===== src/rtl/gc_table_sink.sv =====
// gc_table_sink: back end of the AND-gate garbling engine.
// Follows each issued gate through the fixed-latency engine, writes its output label
// to label memory and buffers its garbled table (t0,t1) in a FIFO. Tables leave as two
// K-bit words (t0 then t1) on a ready/valid stream. A credit counter guarantees that
// every issued gate has a FIFO slot, because the engine itself cannot stall.
// Ports:
//   clk, rst                          clock, asynchronous active-high reset
//   gate_issue, gate_gid              gate entering the engine this cycle, and its gid
//   t0, t1, out_label                 engine results, valid LAT cycles after issue
//   issue_ok                          credit available; upstream issues only when 1
//   lbl_we, lbl_addr, lbl_data        label memory write port (one pulse per gate)
//   tbl_valid/data/last, tbl_ready    table word stream; tbl_last marks the t1 word
//   tbl_count                         FIFO occupancy in tables
//   overflow                          sticky protocol-violation / dropped-table flag
module gc_table_sink #(
    parameter int unsigned K     = 128,
    parameter int unsigned S     = 20,
    parameter int unsigned LAT   = 10,
    parameter int unsigned DEPTH = 8
) (
    input  logic                       clk,
    input  logic                       rst,
    input  logic                       gate_issue,
    input  logic [S-1:0]               gate_gid,
    input  logic [K-1:0]               t0,
    input  logic [K-1:0]               t1,
    input  logic [K-1:0]               out_label,
    output logic                       issue_ok,
    output logic                       lbl_we,
    output logic [S-1:0]               lbl_addr,
    output logic [K-1:0]               lbl_data,
    output logic                       tbl_valid,
    output logic [K-1:0]               tbl_data,
    output logic                       tbl_last,
    input  logic                       tbl_ready,
    output logic [$clog2(DEPTH+1)-1:0] tbl_count,
    output logic                       overflow
);

    localparam int unsigned PW = $clog2(DEPTH);
    localparam int unsigned CW = $clog2(DEPTH + 1);

    // Tracking pipe: stage LAT-1 lines up with the engine outputs for the same gate.
    logic [LAT-1:0] pipe_v_q, pipe_v_d;
    logic [S-1:0]   pipe_gid_q [LAT];
    logic [S-1:0]   pipe_gid_d [LAT];

    logic [CW-1:0]  credits_q, credits_d;
    logic [CW-1:0]  cnt_q, cnt_d;
    logic [PW-1:0]  wr_ptr_q, wr_ptr_d;
    logic [PW-1:0]  rd_ptr_q, rd_ptr_d;
    logic           half_q, half_d;
    logic           ovf_q, ovf_d;
    logic           lbl_we_q, lbl_we_d;
    logic [S-1:0]   lbl_addr_q, lbl_addr_d;
    logic [K-1:0]   lbl_data_q, lbl_data_d;

    // Each entry holds {t0, t1}; storage carries no reset, reads are gated by tbl_valid.
    logic [2*K-1:0] mem_q [DEPTH];
    logic [2*K-1:0] head;

    logic arrive, full, empty, accept, pop, push, drop;

    // Next-state logic for the pipe, FIFO, serializer, credits and label port.
    always_comb begin
        pipe_v_d      = pipe_v_q;
        pipe_gid_d    = pipe_gid_q;
        credits_d     = credits_q;
        cnt_d         = cnt_q;
        wr_ptr_d      = wr_ptr_q;
        rd_ptr_d      = rd_ptr_q;
        half_d        = half_q;
        ovf_d         = ovf_q;
        lbl_we_d      = 1'b0;
        lbl_addr_d    = lbl_addr_q;
        lbl_data_d    = lbl_data_q;

        pipe_v_d[0]   = gate_issue;
        pipe_gid_d[0] = gate_gid;
        for (int i = 1; i < int'(LAT); i++) begin
            pipe_v_d[i]   = pipe_v_q[i-1];
            pipe_gid_d[i] = pipe_gid_q[i-1];
        end

        arrive = pipe_v_q[LAT-1];
        full   = (cnt_q == CW'(DEPTH));
        empty  = (cnt_q == '0);
        accept = !empty && tbl_ready;
        pop    = accept && half_q;
        // A full FIFO still takes the arrival when the head leaves in the same cycle.
        push   = arrive && (!full || pop);
        drop   = arrive && full && !pop;

        if (arrive) begin
            lbl_we_d   = 1'b1;
            lbl_addr_d = pipe_gid_q[LAT-1];
            lbl_data_d = out_label;
        end

        if (push) wr_ptr_d = wr_ptr_q + PW'(1);
        if (pop)  rd_ptr_d = rd_ptr_q + PW'(1);
        if (push && !pop)      cnt_d = cnt_q + CW'(1);
        else if (pop && !push) cnt_d = cnt_q - CW'(1);

        if (accept) half_d = !half_q;

        // A returning credit and a new issue in the same cycle cancel out.
        if (gate_issue && !pop) begin
            if (credits_q != '0) credits_d = credits_q - CW'(1);
        end else if (pop && !gate_issue) begin
            if (credits_q != CW'(DEPTH)) credits_d = credits_q + CW'(1);
        end

        if ((gate_issue && credits_q == '0) || drop) ovf_d = 1'b1;
    end

    // State registers.
    always_ff @(posedge clk or posedge rst) begin
        if (rst) begin
            pipe_v_q   <= '0;
            for (int i = 0; i < int'(LAT); i++) pipe_gid_q[i] <= '0;
            credits_q  <= CW'(DEPTH);
            cnt_q      <= '0;
            wr_ptr_q   <= '0;
            rd_ptr_q   <= '0;
            half_q     <= 1'b0;
            ovf_q      <= 1'b0;
            lbl_we_q   <= 1'b0;
            lbl_addr_q <= '0;
            lbl_data_q <= '0;
        end else begin
            pipe_v_q   <= pipe_v_d;
            pipe_gid_q <= pipe_gid_d;
            credits_q  <= credits_d;
            cnt_q      <= cnt_d;
            wr_ptr_q   <= wr_ptr_d;
            rd_ptr_q   <= rd_ptr_d;
            half_q     <= half_d;
            ovf_q      <= ovf_d;
            lbl_we_q   <= lbl_we_d;
            lbl_addr_q <= lbl_addr_d;
            lbl_data_q <= lbl_data_d;
        end
    end

    // Table storage write port.
    always_ff @(posedge clk) begin
        if (push) mem_q[wr_ptr_q] <= {t0, t1};
    end

    // Outputs decoded from registered state only.
    always_comb begin
        head      = mem_q[rd_ptr_q];
        issue_ok  = (credits_q != '0);
        tbl_valid = (cnt_q != '0);
        tbl_last  = tbl_valid && half_q;
        tbl_data  = '0;
        if (tbl_valid) tbl_data = half_q ? head[K-1:0] : head[2*K-1:K];
    end

    assign lbl_we    = lbl_we_q;
    assign lbl_addr  = lbl_addr_q;
    assign lbl_data  = lbl_data_q;
    assign tbl_count = cnt_q;
    assign overflow  = ovf_q;

endmodule


===== config.mk =====
export PLATFORM = sky130hd
export DESIGN_NAME = gc_table_sink
export DESIGN_NICKNAME = d
export VERILOG_FILES = /design/src/rtl/gc_table_sink.sv
export SDC_FILE = /design/constraint.sdc
export NUM_CORES = 2
export LEC_CHECK = 0
export CAP_MARGIN = 30
export CORE_AREA = 2 2 371 373
export CTS_BUF_LIST = sky130_fd_sc_hd__clkbuf_4
export DETAILED_ROUTE_END_ITERATION = 8
export DIE_AREA = 0 0 373 375
export PLACE_DENSITY = 0.87
export REMOVE_ABC_BUFFERS = 1
export SYNTH_ARGS = -nofsm -noshare
export SYNTH_HDL_FRONTEND = slang
export SYNTH_SLANG_ARGS = --single-unit

===== constraint.sdc =====
create_clock -name clk -period 31.5 [get_ports clk]
set_input_delay 7.875 -clock clk [delete_from_list [all_inputs] [get_ports clk]]
set_output_delay 7.875 -clock clk [all_outputs]
set_load 0.01 [all_outputs]

==> impl_metrics.env <==
export IMPL_wl_met2_mm=117.7
export IMPL_clock_power_share_pct=26.3
export IMPL_drive_gt1_share_pct=31.16
export IMPL_stdcell_area_um2=104800
export IMPL_detail_route_antenna_nets=0
export IMPL_overflow=0
export IMPL_crit_family="buffers and inverters"
export IMPL_peakVddDrop_v=0.00009214
export IMPL_final_setup_skew_ns=0.1098
export IMPL_finalHoldViolCount=0
export IMPL_power_frac_comb_pct=30.8
export IMPL_antenna_found_initial=92
export IMPL_synth_edf_count=2048
export IMPL_status="finished, final reports clean"
export IMPL_cp_startpoint="rd_ptr_q[0]$_DFFE_PP0P_"
export IMPL_worst_setup_path_start_kind="register"
export IMPL_die_area_um2=139900
export IMPL_period_minus_slack_ns=14.55
export IMPL_core_um2=136300
export IMPL_highest_layer="met5"
export IMPL_finish_utilization_pct=76.89
export IMPL_p_int_w=0.006554
export IMPL_pre_cts_slack_ns=17.58
export IMPL_leakage_nw=35.64
export IMPL_ys_types=38
export IMPL_clkTransAtPathRegs_ns=0.08
export IMPL_finalSetupViolations=0
export IMPL_cts_root_buffer="clkbuf_4"
export IMPL_die_y_um=375
export IMPL_vias=46510
export IMPL_post_route_period_util_pct=46.20
export IMPL_path_class="register to primary output"
export IMPL_setup_tns_ns=0
export IMPL_drt_initial_drc_count=6078
export IMPL_crit_slowest_cell="buf_4"
export IMPL_track_usage_pct=32.70
export IMPL_end_kind="primary output"
export IMPL_async_flop_share_pct=15.48
export IMPL_arrival_ns=6.68
export IMPL_cp_num_buf_inv=9
export IMPL_hpwlAfterDp_mm=123.9
export IMPL_synth_area_um2=87990
export IMPL_critPathMaxFanout=44
export IMPL_viasPerCell=6.473
export IMPL_avgRoutedWirePerCell_um=31.90
export IMPL_wl_met1_mm=70.56
export IMPL_grt_pass1_wl_mm=327.7
export IMPL_start_util_pct=64.55
export IMPL_syn2layout_area_growth_pct=19.12
export IMPL_drc=0
export IMPL_drv_cap=0
export IMPL_p_per_area_nw_per_um2=91.64
export IMPL_cts_resized=0
export IMPL_first_pass_iters=6
export IMPL_tritoncts="yes"
export IMPL_worst_slew_pin_slew_ns=1.164
export IMPL_yosysTopAreaCellShare_pct=69.90
export IMPL_synth_top_cell_by_area="edfxtp_1"
export IMPL_grt_max_degree=170
export IMPL_chipWidth_um=373
export IMPL_power_frac_seq_pct=43.0
export IMPL_yosys_cell_count_top_type="edfxtp_1"
export IMPL_worstPathCellList="buf_16 > buf_4 > buf_4 > buf_16 > buf_4 > buf_16 > buf_4 > buf_16 > mux4_2 > a22oi_1 > nand2_1 > clkdlybuf4s50_1"
export IMPL_finalWorstSetupSlack_ns=16.95
export IMPL_cts_hold_buffers=0
export IMPL_synth_common_cells="edfxtp_1, mux4_2, dfrtp_1"
export IMPL_std_cell_rows=136
export IMPL_yosysSeqAreaShare_pct=80.56
export IMPL_clk_latency_ns=1.29
export IMPL_grt_pass1_vias=49250
export IMPL_avgSynthCellArea_um2=23.49
export IMPL_required_ns=23.63
export IMPL_ys_ff_latch=2423
export IMPL_max_stage_delay_ns=0.77
export IMPL_post_cts_setup_buffers=0
export IMPL_routed_wl_mm=229.2
export IMPL_synthCells=3745
export IMPL_post_dp_cell_area_um2=97270
export IMPL_netSwitchingFraction_pct=31.76
export IMPL_nets=5351
export IMPL_clockBufferDepth=4
export IMPL_synth_ff_type="edfxtp_1"
export IMPL_io_pins=693
export IMPL_gp_congestion=0.8163
export IMPL_drv_slew=0
export IMPL_ys_top_cells_by_area="edfxtp_1, mux4_2, dfrtp_1, a22oi_1, mux2_2"
export IMPL_wl_met3_mm=25.11
export IMPL_cts_sinks=2423
export IMPL_numPortBuffers=692
export IMPL_timing_slew_headroom_pct=22.38
export IMPL_hold_path_class="register to register"
export IMPL_ys_warn_count=0
export IMPL_min_from="pipe_gid_d[99]$_DFF_PP0_"
export IMPL_p_sw_w=0.003051
export IMPL_cts_buffers=598
export IMPL_rsz0062_at_grt="false"
export IMPL_r2r_start="pipe_v_q[9]$_DFF_PP0_"
export IMPL_cts_max_level=6
export IMPL_max_freq_ghz=0.06871
## logic make-up after synthesis
group,count (synthesis),synth area share (%)
DFF,2423,80.56
and+or+nand+nor,169,0.7935
adders and majority gates,10,0.1593
AOI/OAI and AO/OA,271,2.372
xor gates and xnor gates,11,0.1095
buffers and inverters,197,0.9542
muxes,664,15.05
## final cells by class
class,count,area (um^2)
Fill cell,6510,31490
Inverter,9,41.29
Antenna cell,74,185.2
Timing Repair Buffer,776,7978
Multi-Input combinational cell,1125,16360
Tap cell,1794,2245
Clock inverter,155,869.6
Clock buffer,830,6231
Sequential cell,2423,70900
## per-stage QoR
stage                     cells  total power, W  hold slack (ns)
after global routing       7176        0.009915           0.3381
after floorplan            3557        0.006751           0.3312
after detailed placement   6118        0.007019           0.3347
after global placement     6110        0.006867           0.3314
final                      7186        0.009605           0.3233
after CTS                  7103        0.009582           0.3209
## worst paths after layout
kind                                            endpoint  slack, ns  cells past startpoint
worst max-delay path                        tbl_data[73]      16.95                     12
worst min-delay path            pipe_gid_d[79]$_DFF_PP0_       0.32                      0
worst max register to register   mem_q[2][250]$_DFFE_PP_      26.32                      7
worst min register to register  pipe_gid_d[79]$_DFF_PP0_       0.32                      0
max in group asynchronous          pipe_v_q[9]$_DFF_PP0_      21.85                      5
min in group asynchronous       pipe_gid_d[62]$_DFF_PP0_       6.93                      2
## cell usage in the layout, fill, tap and decap left out, types with 2 or more instances in the layout
cell type / Yosys / final
a21o_1: 2 / 2
a21oi_1: 3 / 3
a22oi_1: 245 / 245
a22oi_2: 10 / 10
a31oi_1: 3 / 3
buf_12: 0 / 8
buf_16: 0 / 16
buf_4: 0 / 60
bufinv_16: 0 / 10
clkbuf_4: 0 / 830
clkdlybuf4s50_1: 0 / 692
clkinv_1: 0 / 110
clkinv_2: 0 / 15
dfrtp_1: 374 / 370
dfrtp_4: 0 / 4
diode_2: 0 / 74
edfxtp_1: 2048 / 2048
fa_1: 2 / 2
ha_1: 8 / 8
inv_1: 8 / 7
inv_2: 1 / 19
mux2_2: 151 / 151
mux4_2: 512 / 512
nand2_1: 138 / 138
nand2b_1: 3 / 3
nand3_1: 3 / 3
nor2_4: 0 / 8
nor3_1: 7 / 4
nor3_2: 1 / 3
nor3b_2: 0 / 2
o21ai_0: 4 / 4
xnor2_1: 8 / 8
xor2_1: 3 / 3
## per-layer routing
| layer | track usage [%] | vias to the layer above |
|---|---|---|
| met2 | 53.46 | 3703 |
| met5 | 0 | - |
| met3 | 9.098 | 778 |
| met4 | 23.19 | 44 |
| met1 | 37.69 | 23500 |
| li1 | - | 18490 |
## sequential cells by signal, summed over array words and instances, names as in the netlist
name / flops
overflow: 1
lbl_data: 128
credits_q: 4
half_q: 1
pipe_gid_d: 180
pipe_v_q: 10
pipe_gid_q: 20
tbl_count: 4
wr_ptr_q: 3
lbl_we: 1
mem_q: 2048
rd_ptr_q: 3
lbl_addr: 20
## power by group through the flow
stage	registers, W	logic [W]	clock network [W]
6_report	0.00413	0.00296	0.00252
5_1_grt	0.00415	0.00306	0.00271
4_1_cts	0.00412	0.00291	0.00255
3_5_place_dp	0.00417	0.00285	0
3_3_place_gp	0.00416	0.00271	0
2_1_floorplan	0.00452	0.00223	0
(Power assumes the default switching activity.)
